==> config.mk <==
export PLATFORM = sky130hd
export DESIGN_NAME = trap_controller_flat
export DESIGN_NICKNAME = d
export VERILOG_FILES = /design/src/rtl/trap_controller_pkg.sv /design/src/rtl/trap_controller_if.sv /design/src/rtl/trap_controller_priority_encoder.sv /design/src/rtl/trap_controller.sv /design/src/flat_wrapper.sv
export SDC_FILE = /design/constraint.sdc
export NUM_CORES = 1
export LEC_CHECK = 0
export BUFFER_PORTS_ARGS = -buffer_cell sky130_fd_sc_hd__buf_2
export CORE_AREA = 2 2 148 150
export DETAILED_ROUTE_END_ITERATION = 8
export DIE_AREA = 0 0 150 152
export PLACE_DENSITY = 0.84
export SLEW_MARGIN = 20
export SYNTH_ARGS = -nofsm -noshare
export SYNTH_HDL_FRONTEND = slang
export SYNTH_SLANG_ARGS = --single-unit
==> constraint.sdc <==
create_clock -name core_clock -period 6.1 [get_ports core_clock]
set_clock_uncertainty 0.1 [all_clocks]
set_input_delay 0.305 -clock core_clock [delete_from_list [all_inputs] [get_ports core_clock]]
set_output_delay 0.305 -clock core_clock [all_outputs]
set_load 0.01 [all_outputs]
==> src/rtl/trap_controller_pkg.sv <==
// trap_controller_pkg
// Shared definitions for the user-mode trap sequencer:
//   - interrupt cause codes (low bits of ucause)
//   - ustatus bit positions
//   - generic CSR write address used for the ustatus update
//   - FSM state and accepted-event encodings
package trap_controller_pkg;

    // Interrupt cause codes
    localparam logic [3:0] CAUSE_USI = 4'd0;
    localparam logic [3:0] CAUSE_UTI = 4'd4;
    localparam logic [3:0] CAUSE_UEI = 4'd8;

    // ustatus bit indices
    localparam int UIE  = 0;
    localparam int UPIE = 4;

    localparam logic [11:0] ADDR_USTATUS = 12'd0;

    typedef enum logic [1:0] {
        ST_IDLE,
        ST_SAVE,
        ST_STATUS,
        ST_REDIRECT
    } state_e;

    typedef enum logic [1:0] {
        EV_NONE,
        EV_EXC,
        EV_URET,
        EV_IRQ
    } event_e;

endpackage

==> src/rtl/trap_controller_if.sv <==
// trap_controller_if
// Bundles every non-clock signal of the trap controller.
//   Core side : exc_valid/exc_code/exc_pc/exc_tval, uret_valid,
//               irq_software/irq_timer/irq_external, next_pc,
//               redirect_valid/redirect_pc, stall
//   CSR side  : csr_ustatus/csr_utvec/csr_uepc (read-outs),
//               trap_save_we/trap_uepc/trap_ucause/trap_utval (simultaneous write),
//               status_we/status_addr/status_wdata (generic write)
// master = the trap controller, slave = the core/CSR file driving its inputs.
interface trap_controller_if;
    logic        exc_valid;
    logic [3:0]  exc_code;
    logic [31:0] exc_pc;
    logic [31:0] exc_tval;
    logic        uret_valid;
    logic        irq_software;
    logic        irq_timer;
    logic        irq_external;
    logic [31:0] next_pc;
    logic [31:0] csr_ustatus;
    logic [31:0] csr_utvec;
    logic [31:0] csr_uepc;

    logic        trap_save_we;
    logic [31:0] trap_uepc;
    logic [31:0] trap_ucause;
    logic [31:0] trap_utval;
    logic        status_we;
    logic [11:0] status_addr;
    logic [31:0] status_wdata;
    logic        redirect_valid;
    logic [31:0] redirect_pc;
    logic        stall;

    modport master (
        input  exc_valid, exc_code, exc_pc, exc_tval, uret_valid,
               irq_software, irq_timer, irq_external, next_pc,
               csr_ustatus, csr_utvec, csr_uepc,
        output trap_save_we, trap_uepc, trap_ucause, trap_utval,
               status_we, status_addr, status_wdata,
               redirect_valid, redirect_pc, stall
    );

    modport slave (
        output exc_valid, exc_code, exc_pc, exc_tval, uret_valid,
               irq_software, irq_timer, irq_external, next_pc,
               csr_ustatus, csr_utvec, csr_uepc,
        input  trap_save_we, trap_uepc, trap_ucause, trap_utval,
               status_we, status_addr, status_wdata,
               redirect_valid, redirect_pc, stall
    );
endinterface

==> src/rtl/trap_controller_priority_encoder.sv <==
// trap_priority_encoder
// Combinational event selection for the trap controller.
//   i_exc_valid, i_uret_valid      : synchronous exception / uret retiring
//   i_irq_*                        : level interrupt requests
//   i_uie                          : ustatus.UIE, gates all interrupts
//   o_event                        : selected event (EV_NONE if nothing acceptable)
//   o_code                         : interrupt cause code (0 for non-interrupts)
module trap_priority_encoder
    import trap_controller_pkg::*;
(
    input  logic       i_exc_valid,
    input  logic       i_uret_valid,
    input  logic       i_irq_software,
    input  logic       i_irq_timer,
    input  logic       i_irq_external,
    input  logic       i_uie,
    output event_e     o_event,
    output logic [3:0] o_code
);

    // Priority: exception > uret > external > software > timer.
    always_comb begin
        o_event = EV_NONE;
        o_code  = 4'd0;
        if (i_exc_valid) begin
            o_event = EV_EXC;
        end else if (i_uret_valid) begin
            o_event = EV_URET;
        end else if (i_uie && i_irq_external) begin
            o_event = EV_IRQ;
            o_code  = CAUSE_UEI;
        end else if (i_uie && i_irq_software) begin
            o_event = EV_IRQ;
            o_code  = CAUSE_USI;
        end else if (i_uie && i_irq_timer) begin
            o_event = EV_IRQ;
            o_code  = CAUSE_UTI;
        end
    end

endmodule

==> src/rtl/trap_controller.sv <==
// trap_controller
// User-mode trap sequencer. Accepts exceptions, user interrupts and uret in
// IDLE, then walks SAVE (uepc/ucause/utval write) -> STATUS (ustatus write)
// -> REDIRECT (PC redirect). uret skips SAVE.
//   core_clock : clock, rising edge
//   reset      : synchronous, active-high
//   bus        : trap_controller_if.master (core and CSR file signals)
// All bus outputs are registered except stall.
module trap_controller
    import trap_controller_pkg::*;
#(
    parameter logic [31:0] RESET_PC = 32'h00400000
) (
    input  logic              core_clock,
    input  logic              reset,
    trap_controller_if.master bus
);

    state_e      r_state;
    state_e      w_next;
    event_e      w_event;
    logic [3:0]  w_code;
    logic        w_accept;

    // Snapshot taken at accept; CSR changes mid-sequence are ignored.
    logic [31:0] r_ustatus;
    logic [31:0] r_utvec;
    logic [31:0] r_ret_pc;
    logic        r_is_uret;
    logic        r_is_irq;
    logic [3:0]  r_code;

    logic        r_save_we;
    logic [31:0] r_trap_uepc;
    logic [31:0] r_trap_ucause;
    logic [31:0] r_trap_utval;
    logic        r_status_we;
    logic [31:0] r_status_wdata;
    logic        r_redirect_valid;
    logic [31:0] r_redirect_pc;

    logic [31:0] w_snap;
    logic        w_uret_now;
    logic [31:0] w_status_new;
    logic [31:0] w_vec_off;
    logic [31:0] w_target;

    trap_priority_encoder u_prio (
        .i_exc_valid    (bus.exc_valid),
        .i_uret_valid   (bus.uret_valid),
        .i_irq_software (bus.irq_software),
        .i_irq_timer    (bus.irq_timer),
        .i_irq_external (bus.irq_external),
        .i_uie          (bus.csr_ustatus[UIE]),
        .o_event        (w_event),
        .o_code         (w_code)
    );

    assign w_accept = (r_state == ST_IDLE) && (w_event != EV_NONE);

    always_comb begin
        w_next = r_state;
        case (r_state)
            ST_IDLE: begin
                case (w_event)
                    EV_EXC, EV_IRQ: w_next = ST_SAVE;
                    EV_URET:        w_next = ST_STATUS;
                    default:        w_next = ST_IDLE;
                endcase
            end
            ST_SAVE:     w_next = ST_STATUS;
            ST_STATUS:   w_next = ST_REDIRECT;
            ST_REDIRECT: w_next = ST_IDLE;
            default:     w_next = ST_IDLE;
        endcase
    end

    // uret enters STATUS straight from IDLE, before the snapshot registers
    // are loaded, so the ustatus update reads the live CSR in that case.
    assign w_snap     = (r_state == ST_IDLE) ? bus.csr_ustatus : r_ustatus;
    assign w_uret_now = (r_state == ST_IDLE) ? (w_event == EV_URET) : r_is_uret;

    always_comb begin
        w_status_new = w_snap;
        if (w_uret_now) begin
            w_status_new[UIE]  = w_snap[UPIE];
            w_status_new[UPIE] = 1'b1;
        end else begin
            w_status_new[UPIE] = w_snap[UIE];
            w_status_new[UIE]  = 1'b0;
        end
    end

    // Vectored mode offsets interrupts by 4*code; sum wraps modulo 2^32.
    assign w_vec_off = (r_utvec[1:0] == 2'b01 && r_is_irq) ? {26'd0, r_code, 2'b00} : 32'd0;
    assign w_target  = r_is_uret ? r_ret_pc : ({r_utvec[31:2], 2'b00} + w_vec_off);

    always_ff @(posedge core_clock) begin
        if (reset) begin
            r_state          <= ST_IDLE;
            r_ustatus        <= '0;
            r_utvec          <= '0;
            r_ret_pc         <= '0;
            r_is_uret        <= 1'b0;
            r_is_irq         <= 1'b0;
            r_code           <= '0;
            r_save_we        <= 1'b0;
            r_trap_uepc      <= '0;
            r_trap_ucause    <= '0;
            r_trap_utval     <= '0;
            r_status_we      <= 1'b0;
            r_status_wdata   <= '0;
            r_redirect_valid <= 1'b0;
            r_redirect_pc    <= RESET_PC;
        end else begin
            r_state          <= w_next;
            r_save_we        <= (w_next == ST_SAVE);
            r_status_we      <= (w_next == ST_STATUS);
            r_redirect_valid <= (w_next == ST_REDIRECT);

            if (w_accept) begin
                r_ustatus <= bus.csr_ustatus;
                r_utvec   <= bus.csr_utvec;
                r_ret_pc  <= bus.csr_uepc;
                r_is_uret <= (w_event == EV_URET);
                r_is_irq  <= (w_event == EV_IRQ);
                r_code    <= w_code;
                if (w_event == EV_EXC) begin
                    r_trap_uepc   <= bus.exc_pc;
                    r_trap_ucause <= {28'd0, bus.exc_code};
                    r_trap_utval  <= bus.exc_tval;
                end else if (w_event == EV_IRQ) begin
                    r_trap_uepc   <= bus.next_pc;
                    r_trap_ucause <= {1'b1, 27'd0, w_code};
                    r_trap_utval  <= 32'd0;
                end
            end

            if (w_next == ST_STATUS)
                r_status_wdata <= w_status_new;
            if (w_next == ST_REDIRECT)
                r_redirect_pc <= w_target;
        end
    end

    assign bus.trap_save_we   = r_save_we;
    assign bus.trap_uepc      = r_trap_uepc;
    assign bus.trap_ucause    = r_trap_ucause;
    assign bus.trap_utval     = r_trap_utval;
    assign bus.status_we      = r_status_we;
    assign bus.status_addr    = ADDR_USTATUS;
    assign bus.status_wdata   = r_status_wdata;
    assign bus.redirect_valid = r_redirect_valid;
    assign bus.redirect_pc    = r_redirect_pc;
    assign bus.stall          = w_accept || (r_state != ST_IDLE);

endmodule

==> src/flat_wrapper.sv <==
// flat-port wrapper written by rule: the top's interface ports become plain ports
module trap_controller_flat import trap_controller_pkg::*;
#(
    parameter logic [31:0] RESET_PC = 32'h00400000
)
  (core_clock, reset, bus_exc_valid, bus_exc_code, bus_exc_pc, bus_exc_tval, bus_uret_valid, bus_irq_software, bus_irq_timer, bus_irq_external, bus_next_pc, bus_csr_ustatus, bus_csr_utvec, bus_csr_uepc, bus_trap_save_we, bus_trap_uepc, bus_trap_ucause, bus_trap_utval, bus_status_we, bus_status_addr, bus_status_wdata, bus_redirect_valid, bus_redirect_pc, bus_stall);
  trap_controller_if bus_i ();
  input  logic core_clock;
  input  logic reset;
  input wire logic [$bits(bus_i.exc_valid)-1:0] bus_exc_valid;
  input wire logic [$bits(bus_i.exc_code)-1:0] bus_exc_code;
  input wire logic [$bits(bus_i.exc_pc)-1:0] bus_exc_pc;
  input wire logic [$bits(bus_i.exc_tval)-1:0] bus_exc_tval;
  input wire logic [$bits(bus_i.uret_valid)-1:0] bus_uret_valid;
  input wire logic [$bits(bus_i.irq_software)-1:0] bus_irq_software;
  input wire logic [$bits(bus_i.irq_timer)-1:0] bus_irq_timer;
  input wire logic [$bits(bus_i.irq_external)-1:0] bus_irq_external;
  input wire logic [$bits(bus_i.next_pc)-1:0] bus_next_pc;
  input wire logic [$bits(bus_i.csr_ustatus)-1:0] bus_csr_ustatus;
  input wire logic [$bits(bus_i.csr_utvec)-1:0] bus_csr_utvec;
  input wire logic [$bits(bus_i.csr_uepc)-1:0] bus_csr_uepc;
  output wire logic [$bits(bus_i.trap_save_we)-1:0] bus_trap_save_we;
  output wire logic [$bits(bus_i.trap_uepc)-1:0] bus_trap_uepc;
  output wire logic [$bits(bus_i.trap_ucause)-1:0] bus_trap_ucause;
  output wire logic [$bits(bus_i.trap_utval)-1:0] bus_trap_utval;
  output wire logic [$bits(bus_i.status_we)-1:0] bus_status_we;
  output wire logic [$bits(bus_i.status_addr)-1:0] bus_status_addr;
  output wire logic [$bits(bus_i.status_wdata)-1:0] bus_status_wdata;
  output wire logic [$bits(bus_i.redirect_valid)-1:0] bus_redirect_valid;
  output wire logic [$bits(bus_i.redirect_pc)-1:0] bus_redirect_pc;
  output wire logic [$bits(bus_i.stall)-1:0] bus_stall;
  assign bus_i.exc_valid = bus_exc_valid;
  assign bus_i.exc_code = bus_exc_code;
  assign bus_i.exc_pc = bus_exc_pc;
  assign bus_i.exc_tval = bus_exc_tval;
  assign bus_i.uret_valid = bus_uret_valid;
  assign bus_i.irq_software = bus_irq_software;
  assign bus_i.irq_timer = bus_irq_timer;
  assign bus_i.irq_external = bus_irq_external;
  assign bus_i.next_pc = bus_next_pc;
  assign bus_i.csr_ustatus = bus_csr_ustatus;
  assign bus_i.csr_utvec = bus_csr_utvec;
  assign bus_i.csr_uepc = bus_csr_uepc;
  assign bus_trap_save_we = bus_i.trap_save_we;
  assign bus_trap_uepc = bus_i.trap_uepc;
  assign bus_trap_ucause = bus_i.trap_ucause;
  assign bus_trap_utval = bus_i.trap_utval;
  assign bus_status_we = bus_i.status_we;
  assign bus_status_addr = bus_i.status_addr;
  assign bus_status_wdata = bus_i.status_wdata;
  assign bus_redirect_valid = bus_i.redirect_valid;
  assign bus_redirect_pc = bus_i.redirect_pc;
  assign bus_stall = bus_i.stall;
  trap_controller #(.RESET_PC(RESET_PC)) u_core (.core_clock(core_clock), .reset(reset), .bus(bus_i));
endmodule
Word-level counts from Yosys, hierarchy flattened
Cells that the tools add are included.

storage, ports and cells
  logic and storage cells = 62
  flip-flop bits (word level) = 267
  bits of input ports = 203
  output and inout bits = 176

cells by class
  equal/unequal tests = 10
  add/subtract/negate cells = 1
  reductions and logical operators = 12
  muxes and demuxes = 24

operators by type and width
  operator                                              count
  two-way mux 32 bit                                    8
  adder 32 bit                                          1
  equality test 2 bit (second input constant)           6
  two-way mux 4 bit                                     3
  two-way mux 2 bit                                     5
  equality test 2 x 1 -> 1 bit (second input constant)  4
  case mux 2 bit (4 select lines)                       1
  two-way mux 3 bit                                     2
  two-way mux 6 bit                                     1
  nonzero test 2 bit                                    3
  logical AND 1 bit                                     5
  case mux 2 bit (2 select lines)                       1
  two-way mux 1 bit                                     3
  zero test 2 bit                                       1
  AND reduction 2 bit                                   1
  OR reduction 2 bit                                    1
  logical OR 1 bit                                      1

Depth between registers and ports, before layout
Gate-level depths: netlist of the first run.

  depth after elaboration = 11
  gate-level depth with buffers = 10
  mapped depth without buffers = 9

Cells and area by module
Synthesis of the first run repeated with hierarchy kept, for this count alone.

unflattened totals
  cells, all modules = 1156
  area, all modules = 10059.6 um2

modules (own cells, without submodules)
  module                 sequential area each (um2)  area an instance (um2)  times used  cells each
  trap_controller        4804.6                      9978.3                  1           1143
  trap_priority_encoder  0.0                         81.3                    1           13

Least setup slack after synthesis of the first run
OpenSTA, ideal clock, no wires.

  kind = reg2reg
  from = reg u_core.r_utvec[1]
  to = reg u_core.r_redirect_pc[26] (netlist: u_core.bus.redirect_pc[26])
  slack = 3.721 ns
  stages on the path, launching flop included = 10
  data arrival time = 2.193 ns
  path buffers = 0
  period minus slack after synthesis = 2.379 ns
  library setup time = 0.086 ns
  data required time = 5.914 ns
  cell sequence = dfxtp_1 -> and4b_1 -> ha_1 -> inv_1 -> fa_1 -> nand4b_1 -> nor3_2 -> nand4_1 -> xor2_1 -> a211oi_1

on the way
  longest elaborated chain between the ends = 5

ends and longest elaborated chain
  element                       RTL line                RTL
  from (decl)                   trap_controller.sv:27   logic [31:0] r_utvec;
  from (signal assigned)        trap_controller.sv:123  r_utvec <= bus.csr_utvec;
  equality test 2 x 1 -> 1 bit  trap_controller.sv:95   assign w_vec_off = (r_utvec[1:0] == 2'b01 && r_is_irq) ? {26'd0, r_code, 2'b00} : 32'd0;
  logical AND 1 bit             trap_controller.sv:95
  two-way mux 6 bit             trap_controller.sv:95
  adder 32 bit                  trap_controller.sv:96   assign w_target = r_is_uret ? r_ret_pc : ({r_utvec[31:2], 2'b00} + w_vec_off);
  two-way mux 32 bit            trap_controller.sv:96
  to (signal assigned)          trap_controller.sv:142  r_redirect_pc <= w_target;
  to (decl)                     trap_controller.sv:40   logic [31:0] r_redirect_pc;

Every way passes these cells.
A chain may end at the register's enable or synchronous reset.

Final worst setup path of the first run
  from = reg u_core.r_state[0]
  to = reg u_core.r_trap_uepc[22] (netlist: u_core.bus.trap_uepc[22])

on the way
  longest elaborated chain between the ends = 3

ends and longest elaborated chain
  element                        RTL line                RTL
  from (decl)                    trap_controller.sv:19   state_e r_state;
  from (signal assigned)         trap_controller.sv:116  r_state <= w_next;
  zero test 2 bit                trap_controller.sv:59   assign w_accept = (r_state == ST_IDLE) && (w_event != EV_NONE);
  logical AND 1 bit              trap_controller.sv:59
  AND reduction 2 bit (no line)  n/a
  to (signal assigned)           trap_controller.sv:129  r_trap_uepc <= bus.exc_pc;
  to (signal assigned)           trap_controller.sv:133  r_trap_uepc <= bus.next_pc;
  to (decl)                      trap_controller.sv:34   logic [31:0] r_trap_uepc;

Every way passes these cells.

==> flow_summary.toml, run 1 <==
[yosys]
synth_area_leader_cell = "dfxtp_1"
syn_area_sq_um = 9860
ys_warn_count = 0
syn_area_per_cell_sq_um = 8.66
synth_top_area_share_pct = 48.3
synth.top_cells.by_count = "dfxtp_1, nand2_1, nor2_1"
synth.area.top_cells = "dfxtp_1, nand2_1, mux2i_1"
synth_cells = 1138
synth.most_common_cell = "dfxtp_1"
async_flop_share_pct = 0
synth-edff-count = 0
ys.flop_type = "dfxtp_1"
ys_seq_elements = 238
seq_area_frac_synth_pct = 48.3
ys_types = 52

[worst_setup_path]
cp_slowest_cell = "buf_4"
cp_data_arrival_time_ps = 3440
crit_chain = "inv_1, ha_2, buf_4, and2_1, buf_4, or2_2, buf_4, nor2_1, a211oi_2"
required_ps = 6420
endpoint = "u_core.bus.trap_uepc[22]"
path_class = "flip-flop to flip-flop"
crit_fanout = 69
reg2reg_depth = 9
worst_setup_path_start_kind = "flip-flop"
path_common_cell = "buf_4"
critical_path_buf_inv_count = 4
cp.depth = 9
r2r-start = "u_core.r_state[0]"
critical_path.top_delay_family = "buffers and inverters"
endpoint_kind = "flip-flop"
reg2reg_to = "u_core.bus.trap_uepc[22]"
r2r_slack_ps = 2990
startpoint = "u_core.r_state[0]"
max_stage_delay_ps = 560

[clock_tree]
numCtsBuffers = 25
clock_latency_ps = 520
clk_pin_slew_ps = 60
cts_setup_buffers = 0
cts_tree = "yes"
root_buffer = "clkbuf_16"
cts.sinks = 238
cts.path.max_buffers = 3
htreeDepth = 1

[drt]
top_layer = "met5"
dr_total_vias = 10200
wl_um = 35100
drc = 0
drtIter0Drc = 915
first_pass_iters = 7
drt-vias-per-instance = 5.49
wl_met1_um = 13200
met2RoutedLength_um = 16600
wire_per_inst_um = 18.9
ant_nets = 0
wl_met3_um = 2850

[power]
clkPwrFrac_pct = 37.1
p_leak_nw = 6.19
switchingPower_mw = 1.23
peakVddDrop_mv = 0.236
switching_share_pct = 29.2
internal_power_mw = 3.00
power_density_nw_per_um2 = 310
seq_power_share_pct = 42.7
comb_power_share_pct = 20.1

[layout]
finalNetCount = 1764
fin_util_pct = 64.0
fillCellCount = 1645
instances_no_fill = 1857
area_growth_pct = 38.5
drive_gt1_share_pct = 26.0

[grt]
grt_pass1_wl_um = 53400
overflow = 0
grt_antenna_before_repair = 6
grt_max_degree = 99
grt_util_all_layers_pct = 29.5
grt_pass1_vias = 9855

[timing]
finalHoldViolCount = 0
worst_pin_slew_ps = 1040
timing.final.crit_share_pct = 51.0
period_needed_ps = 3110
fmax_ghz = 0.321
slew-limit-headroom_pct = 30.5
slew_violations = 0
rsz0062_at_grt = "false"
setup_viol = 0
setup_tns_ps = 0

[placement]
dpl.cell_count = 1679
io_buffers = 339
dp_hpwl_um = 19800
place_congestion = 0.880

[run_status]
outcome = "completed"

[floorplanning]
start_util_pct = 46.2
core-area_sq_um = 21400
die_x_um = 150
ioPinCount = 379
dieArea_sq_um = 22800
die_h_um = 152
rows = 54

[min_path]
hp-class = "input port to flip-flop"

[flow_run]
maxCapViolCount = 0
power by group through the flow:
stage	Combinational, mW	Sequential (mW)	Clock, mW
6_report	0.852	1.81	1.57
5_1_grt	0.929	1.82	1.65
4_1_cts	0.814	1.80	1.59
3_5_place_dp	0.745	1.83	0
3_3_place_gp	0.729	1.83	0
2_1_floorplan	0.466	1.86	0
worst register-to-register path: stages (launching register included):
cell and delay [ps]:
dfxtp_1 300, inv_1 80, ha_2 160, buf_4 550, and2_1 250, buf_4 370
or2_2 190, buf_4 560, nor2_1 180, a211oi_2 280
kinds of logic (layout without fill, tap and decap cells):
group / Yosys count / count (layout) / share of synthesized area (%)
AND/OR/NAND/NOR: 397 / 397 / 16.9
AO/OA/AOI/OAI: 268 / 268 / 17.9
flip-flops: 238 / 238 / 48.3
buffers and inverters: 138 / 535 / 7.18
multiplexers: 67 / 67 / 6.80
XOR/XNOR: 24 / 24 / 2.13
adder cells (fa/ha/maj): 5 / 5 / 0.711
other: 1 / 43 / 0.0380
sequential cells by signal, indices dropped and copies added (netlist names), 5 cells and up:
name                     cells
u_core.bus.status_wdata     32
u_core.bus.trap_utval       32
u_core.bus.redirect_pc      32
u_core.bus.trap_ucause       5
u_core.r_ret_pc             32
u_core.bus.trap_uepc        32
u_core.r_utvec              32
u_core.r_ustatus            32
how the worst min path moves through the flow:
stage	from	endpoint	slack, ps	cells past startpoint
final	bus_csr_ustatus[0]	u_core.r_ustatus[0]	30	3
after global routing	bus_csr_ustatus[0]	u_core.r_ustatus[0]	30	3
after CTS	bus_csr_ustatus[0]	u_core.r_ustatus[0]	1	3
after detailed placement	u_core.r_ustatus[13]	u_core.r_ustatus[13]	350	2
after global placement	u_core.r_ustatus[19]	u_core.r_ustatus[19]	340	2
after floorplan	u_core.r_ret_pc[31]	u_core.r_ret_pc[31]	330	2
final cells by class:
class	count	area, sq um	share of cell area (%)
well taps	280	350	2.57
multi-input cells	800	4550	33.3
flip-flops and latches	238	4760	34.9
clock inverters	12	166	1.22
inverters	12	45.0	0.330
clock buffers	32	672	4.92
repair buffers	479	3100	22.7
diodes	4	10.0	0.0733
routing by layer:
| metal | global-route usage (%) | up-vias |
|---|---|---|
| li1 | - | 4696 |
| met1 | 35.0 | 4700 |
| met2 | 47.9 | 600 |
| met3 | 6.91 | 195 |
| met4 | 18.6 | 4 |
| met5 | 0 | - |
cells in the final DEF, fill, tap and decap left out, drive strengths merged, types with 13 or more instances in the layout:
| cell type | netlist | final |
|---|---|---|
| inv | 12 | 13 |
| o22ai | 15 | 15 |
| conb | 1 | 39 |
| buf | 70 | 350 |
| a21oi | 112 | 112 |
| a211oi | 73 | 73 |
| xor2 | 15 | 15 |
| dlygate4sd3 | 0 | 129 |
| a22oi | 45 | 45 |
| nor2 | 131 | 131 |
| clkbuf | 56 | 32 |
| mux2i | 67 | 67 |
| dfxtp | 238 | 238 |
| nand2 | 212 | 212 |
what timing repair did:
action | 4_1_cts | 5_1_grt
hold buffers | 129 | 0
resized for setup | 0 | 0
setup endpoints to repair | 0 | 0
endpoints found under the hold margin | 129 | 0
stage by stage:
step           total power, mW  cell area [sq um]  worst slack [ps]  hold WS (ps)
6_report                  4.24              13700              2990          27.4
2_1_floorplan             2.32              10000              3720           332
5_1_grt                   4.40              13700              2740          25.7
4_1_cts                   4.20              13600              3120          1.47
3_5_place_dp              2.58              11500              3110           346
3_3_place_gp              2.56              11500              3230           341
Note: power is estimated with default switching activity, not from simulation.
==> inputs of run 2 (changes only) <==
CORE_AREA = default   (was 2 2 148 150)
CORE_UTILIZATION = 44   (was default)
DIE_AREA = default   (was 0 0 150 152)
PLACE_DENSITY = 0.83   (was 0.84)
clock period = 2.58 ns   (was 6.1 ns; I/O delays follow)
==> run 2 against run 1 <==
Flip-flop and latch count is the same. Critical path depth grew 1. Sequential share of layout area shrank 2.4 points. Global-route usage grew 1.0 points. Fmax grew 24%. Critical path type unchanged. Largest cell class unchanged.
==> flow_summary.toml, run 2 (synthesis gave the netlist of run 1 again) <==
[run_status]
outcome = "completed"

[placement]
placed_cell_area_sq_um = 11600
place_congestion = 0.895
dp_hpwl_um = 20600
io_buffers = 339
dpl.cell_count = 1691

[drt]
drc = 0
dr_total_vias = 10700
wire_per_inst_um = 18.8
drtIter0Drc = 894
first_pass_iters = 5
ant_nets = 0
drt-vias-per-instance = 5.45
wl_um = 36900

[timing]
worst_pin_slew_ps = 1080
setup_viol = 0
finalHoldViolCount = 0
setup_tns_ps = 0
slew-limit-headroom_pct = 28.1
timing.final.crit_share_pct = 97.3
fmax_ghz = 0.398
period_needed_ps = 2510
slew_violations = 0
rsz0062_at_grt = "false"

[grt]
grt_pass1_wl_um = 54600
grt_antenna_before_repair = 2
grt_max_degree = 97
grt_pass1_vias = 10200
overflow = 0
grt_util_all_layers_pct = 30.5

[worst_setup_path]
endpoint_kind = "flip-flop"
required_ps = 2910
startpoint = "u_core.r_utvec[1]"
worst_setup_path_start_kind = "flip-flop"
path_class = "flip-flop to flip-flop"
r2r-start = "u_core.r_utvec[1]"
crit_fanout = 7
cp_data_arrival_time_ps = 2840

[clock_tree]
root_buffer = "clkbuf_16"
cts_tree = "yes"
numCtsBuffers = 25
clk_pin_slew_ps = 60
clock_latency_ps = 520
htreeDepth = 1
cts.sinks = 238
cts.path.max_buffers = 3

[floorplanning]
die_h_um = 152
ioPinCount = 379
core-area_sq_um = 21900
die_x_um = 152
start_util_pct = 45.0
rows = 54
dieArea_sq_um = 23000

[power]
p_leak_nw = 6.67
power_density_nw_per_um2 = 687
peakVddDrop_mv = 0.456

[min_path]
hp-class = "input port to flip-flop"
min-delay-start = "bus_irq_timer"

[layout]
instances_no_fill = 1960
area_growth_pct = 48.9
layout_common_cells = "buf_2, dfxtp_1, dlygate4sd3_1, nand2_1, nor2_1"
drive_gt1_share_pct = 25.4
fillCellCount = 1587
final_area_sq_um = 14700
finalNetCount = 1867
final_common_cell = "buf_2"

[flow_run]
maxCapViolCount = 0
run 2: cell count changes in the layout (fill, tap and decap cells not counted), moves of 2 or more:
cell | previous run | this run
buf_12 | 0 | 5
buf_4 | 10 | 17
bufinv_16 | 4 | 2
clkinv_2 | 6 | 9
diode_2 | 4 | 2
dlygate4sd3_1 | 129 | 220
run 2: layer usage:
layer | vias to the layer above | track usage, % | share of wire (%)
met5 | - | 1.14 | 0
met4 | 0 | 19.6 | 6.5
met3 | 184 | 6.65 | 8.1
met2 | 647 | 49.8 | 48
li1 | 4904 | - | -
met1 | 4947 | 36.2 | 38
run 2: final timing paths:
check                                to  slack, ps  cells past startpoint
min reg2reg        u_core.r_ustatus[31]        350                      2
max          u_core.bus.redirect_pc[26]         70                     10
min           u_core.bus.trap_ucause[2]          6                      3
max reg2reg  u_core.bus.redirect_pc[26]         70                     10
run 2: cell type report:
type,count,area [sq um],area share (%)
diodes,2,5.00,0.0341
clock buffers,32,682,4.65
clock inverters,14,131,0.895
inverters,12,45.0,0.307
multi-input cells,801,4570,31.1
flip-flops and latches,238,4770,32.5
well taps,280,350,2.39
repair buffers,581,4130,28.2
run 2: worst max-delay path, stage by stage, from the launching register on:
cell and delay [ps]:
dfxtp_1 320, and4b_1 240, ha_1 170, inv_1 60
fa_2 370, nand4b_1 280, nor3_2 170, buf_4 190
nand4_1 140, xor2_1 170, a211oi_1 210
run 2: power by group:
group	leakage [nW]	total, mW	switching (mW)	internal [mW]
Clock	0.411	3.57	1.50	2.08
Sequential	1.96	4.29	0.252	4.04
Combinational	4.30	2.22	1.25	0.965
run 2: what timing repair did:
item	in CTS	in global routing
hold endpoints to repair	216	0
hold buffers	220	0
setup buffers	0	0
setup endpoints to repair	0	21
gates resized for setup	0	3
run 2: through the flow:
step                setup WS, ps  hold WS [ps]  util [%]  total power, mW
floorplan                    201           165         -             5.49
global placement             123           272      53.2             6.11
detailed placement          84.1           275      53.2             6.16
CTS                         20.6         0.622      67.0             9.99
global route                13.7          57.4      67.1             10.5
finish                      68.9          6.20      67.1             10.1
==> inputs of run 3 (changes only) <==
CELL_PAD_IN_SITES_DETAIL_PLACEMENT = 0   (was default)
CELL_PAD_IN_SITES_GLOBAL_PLACEMENT = 1   (was default)
CORE_UTILIZATION = 32   (was 44)
==> run 3 against run 2 <==
Global-route usage is 11 points lower. Setup slack improved by 97 ps. Hold slack gained 72 ps. Cell area is 0.72% higher. Critical endpoint is now u_core.bus.redirect_pc[20]. Highest routed layer unchanged.
==> flow_summary.toml, run 3 (synthesis gave the netlist of run 1 again) <==
[flow_run]
maxCapViolCount = 0

[timing]
worst_slack_ps = 166
rsz0062_at_grt = "false"
setup_viol = 0
period_needed_ps = 2410
slew-limit-headroom_pct = 51.4
worst_pin_slew_ps = 729
slew_violations = 0
whs_ps = 78.0
fmax_ghz = 0.414
timing.final.crit_share_pct = 93.6
finalHoldViolCount = 0
setup_tns_ps = 0

[worst_setup_path]
cp_slowest_cell = "nor4_1"
cp_data_arrival_time_ps = 2710
r2r-start = "u_core.r_utvec[1]"
worst_setup_path_start_kind = "flip-flop"
critical_path.top_delay_family = "simple AND/OR/NAND/NOR gates"
startpoint = "u_core.r_utvec[1]"
reg2reg_depth = 9
r2r_slack_ps = 170
crit_fanout = 4
endpoint_kind = "flip-flop"
crit_chain = "and4b_1, ha_1, inv_1, fa_2, nand4b_1, nor4_1, xnor2_1, a222oi_1, nor2_1"
cp.depth = 9
max_stage_delay_ps = 380
required_ps = 2870
path_class = "flip-flop to flip-flop"
critical_path_buf_inv_count = 1
reg2reg_to = "u_core.bus.redirect_pc[20]"
endpoint = "u_core.bus.redirect_pc[20]"

[layout]
final-seq-area_sq_um = 4770
multiInputGateArea_sq_um = 4560
finalNetCount = 1858
fillCellCount = 2813
final_common_cell = "buf_2"
antenna_cells = 0
area_growth_pct = 50.0
layout_common_cells = "buf_2, dfxtp_1, nand2_1, dlygate4sd3_1, nor2_1"
drive_gt1_share_pct = 26.1

[power]
comb_power_share_pct = 20.6
switchingPower_mw = 2.92
switching_share_pct = 28.6
power_density_nw_per_um2 = 690
internal_power_mw = 7.28
seq_power_share_pct = 41.8
peakVddDrop_mv = 0.521
clkPwrFrac_pct = 37.7
p_leak_nw = 6.63

[floorplanning]
core-area_sq_um = 30000
rows = 63
dieArea_sq_um = 31500
start_util_pct = 32.9
die_h_um = 178
die_x_um = 178
ioPinCount = 379

[placement]
place_congestion = 0.809
pre_cts_ws_ps = 72.0
dp_hpwl_um = 20700
io_buffers = 339

[run_status]
outcome = "completed"

[clock_tree]
clock_latency_ps = 530
clk_pin_slew_ps = 60
root_buffer = "clkbuf_16"
cts.sinks = 238
cts.path.max_buffers = 3
numCtsBuffers = 27
cts_tree = "yes"
htreeDepth = 1

[grt]
grt_pass1_wl_um = 48800
grt_util_all_layers_pct = 19.3
grt_max_degree = 98
grt_antenna_before_repair = 0
grt_pass1_vias = 9266
overflow = 0

[min_path]
hp-class = "input port to flip-flop"

[drt]
ant_nets = 0
drt-vias-per-instance = 4.74
wire_per_inst_um = 15.6
first_pass_iters = 5
drc = 0
drtIter0Drc = 502
wl_um = 32100
dr_total_vias = 9770
[run 3: changes by cell type in the layout (fill, tap and decap cells not counted), sizes merged]
cell	previous run	this run
dlygate4sd3	220	203
and2	3	2
clkbuf	32	37
clkinvlp	0	3
buf	361	367
diode	2	0
clkinv	10	6
[run 3: per-stage QoR]
stage	utilization [%]	power (mW)	cell area, sq um	std cells
after detailed placement	39.5	6.17	11800	1806
after floorplan	-	5.49	10000	1176
after global placement	39.5	6.13	11800	1806
final	49.4	10.2	14800	2060
after CTS	49.3	10.3	14800	2058
after global routing	49.4	10.7	14800	2060
[run 3: cell type report]
type	count	share of cell area (%)
clock inverters	13	0.880
inverters	12	0.305
well taps	390	3.30
multi-input cells	800	30.8
clock buffers	36	5.20
repair buffers	571	27.3
flip-flops and latches	238	32.2
[run 3: metal layers]
layer | track usage (%) | part of all wire (%)
met5 | 0 | 0
met3 | 3.26 | 6.1
met2 | 33.1 | 48
met4 | 8.40 | 4.3
met1 | 23.6 | 42
[run 3: worst min path at each step]
stage | start | end | cells after the start
finish | reset | u_core.r_utvec[27] | 2
global route | reset | u_core.bus.redirect_pc[20] | 2
CTS | reset | u_core.bus.redirect_pc[1] | 2
detailed placement | bus_csr_uepc[5] | u_core.r_ret_pc[5] | 3
global placement | bus_csr_utvec[15] | u_core.r_utvec[15] | 3
floorplan | bus_csr_uepc[31] | u_core.r_ret_pc[31] | 2
[run 3: timing repair]
| action | in CTS | in global routing |
|---|---|---|
| hold buffers | 203 | 0 |
| buffers inserted | 0 | 2 |
| resized for setup | 0 | 3 |
| endpoints found under the hold margin | 198 | 0 |
| endpoints found under the setup margin | 0 | 6 |
[run 3: power by group through the flow]
stage | clock network, mW | logic (mW) | registers [mW]
floorplan | 0 | 1.10 | 4.39
global placement | 0 | 1.81 | 4.32
detailed placement | 0 | 1.83 | 4.34
CTS | 3.95 | 2.10 | 4.26
global route | 4.09 | 2.31 | 4.31
finish | 3.84 | 2.10 | 4.26
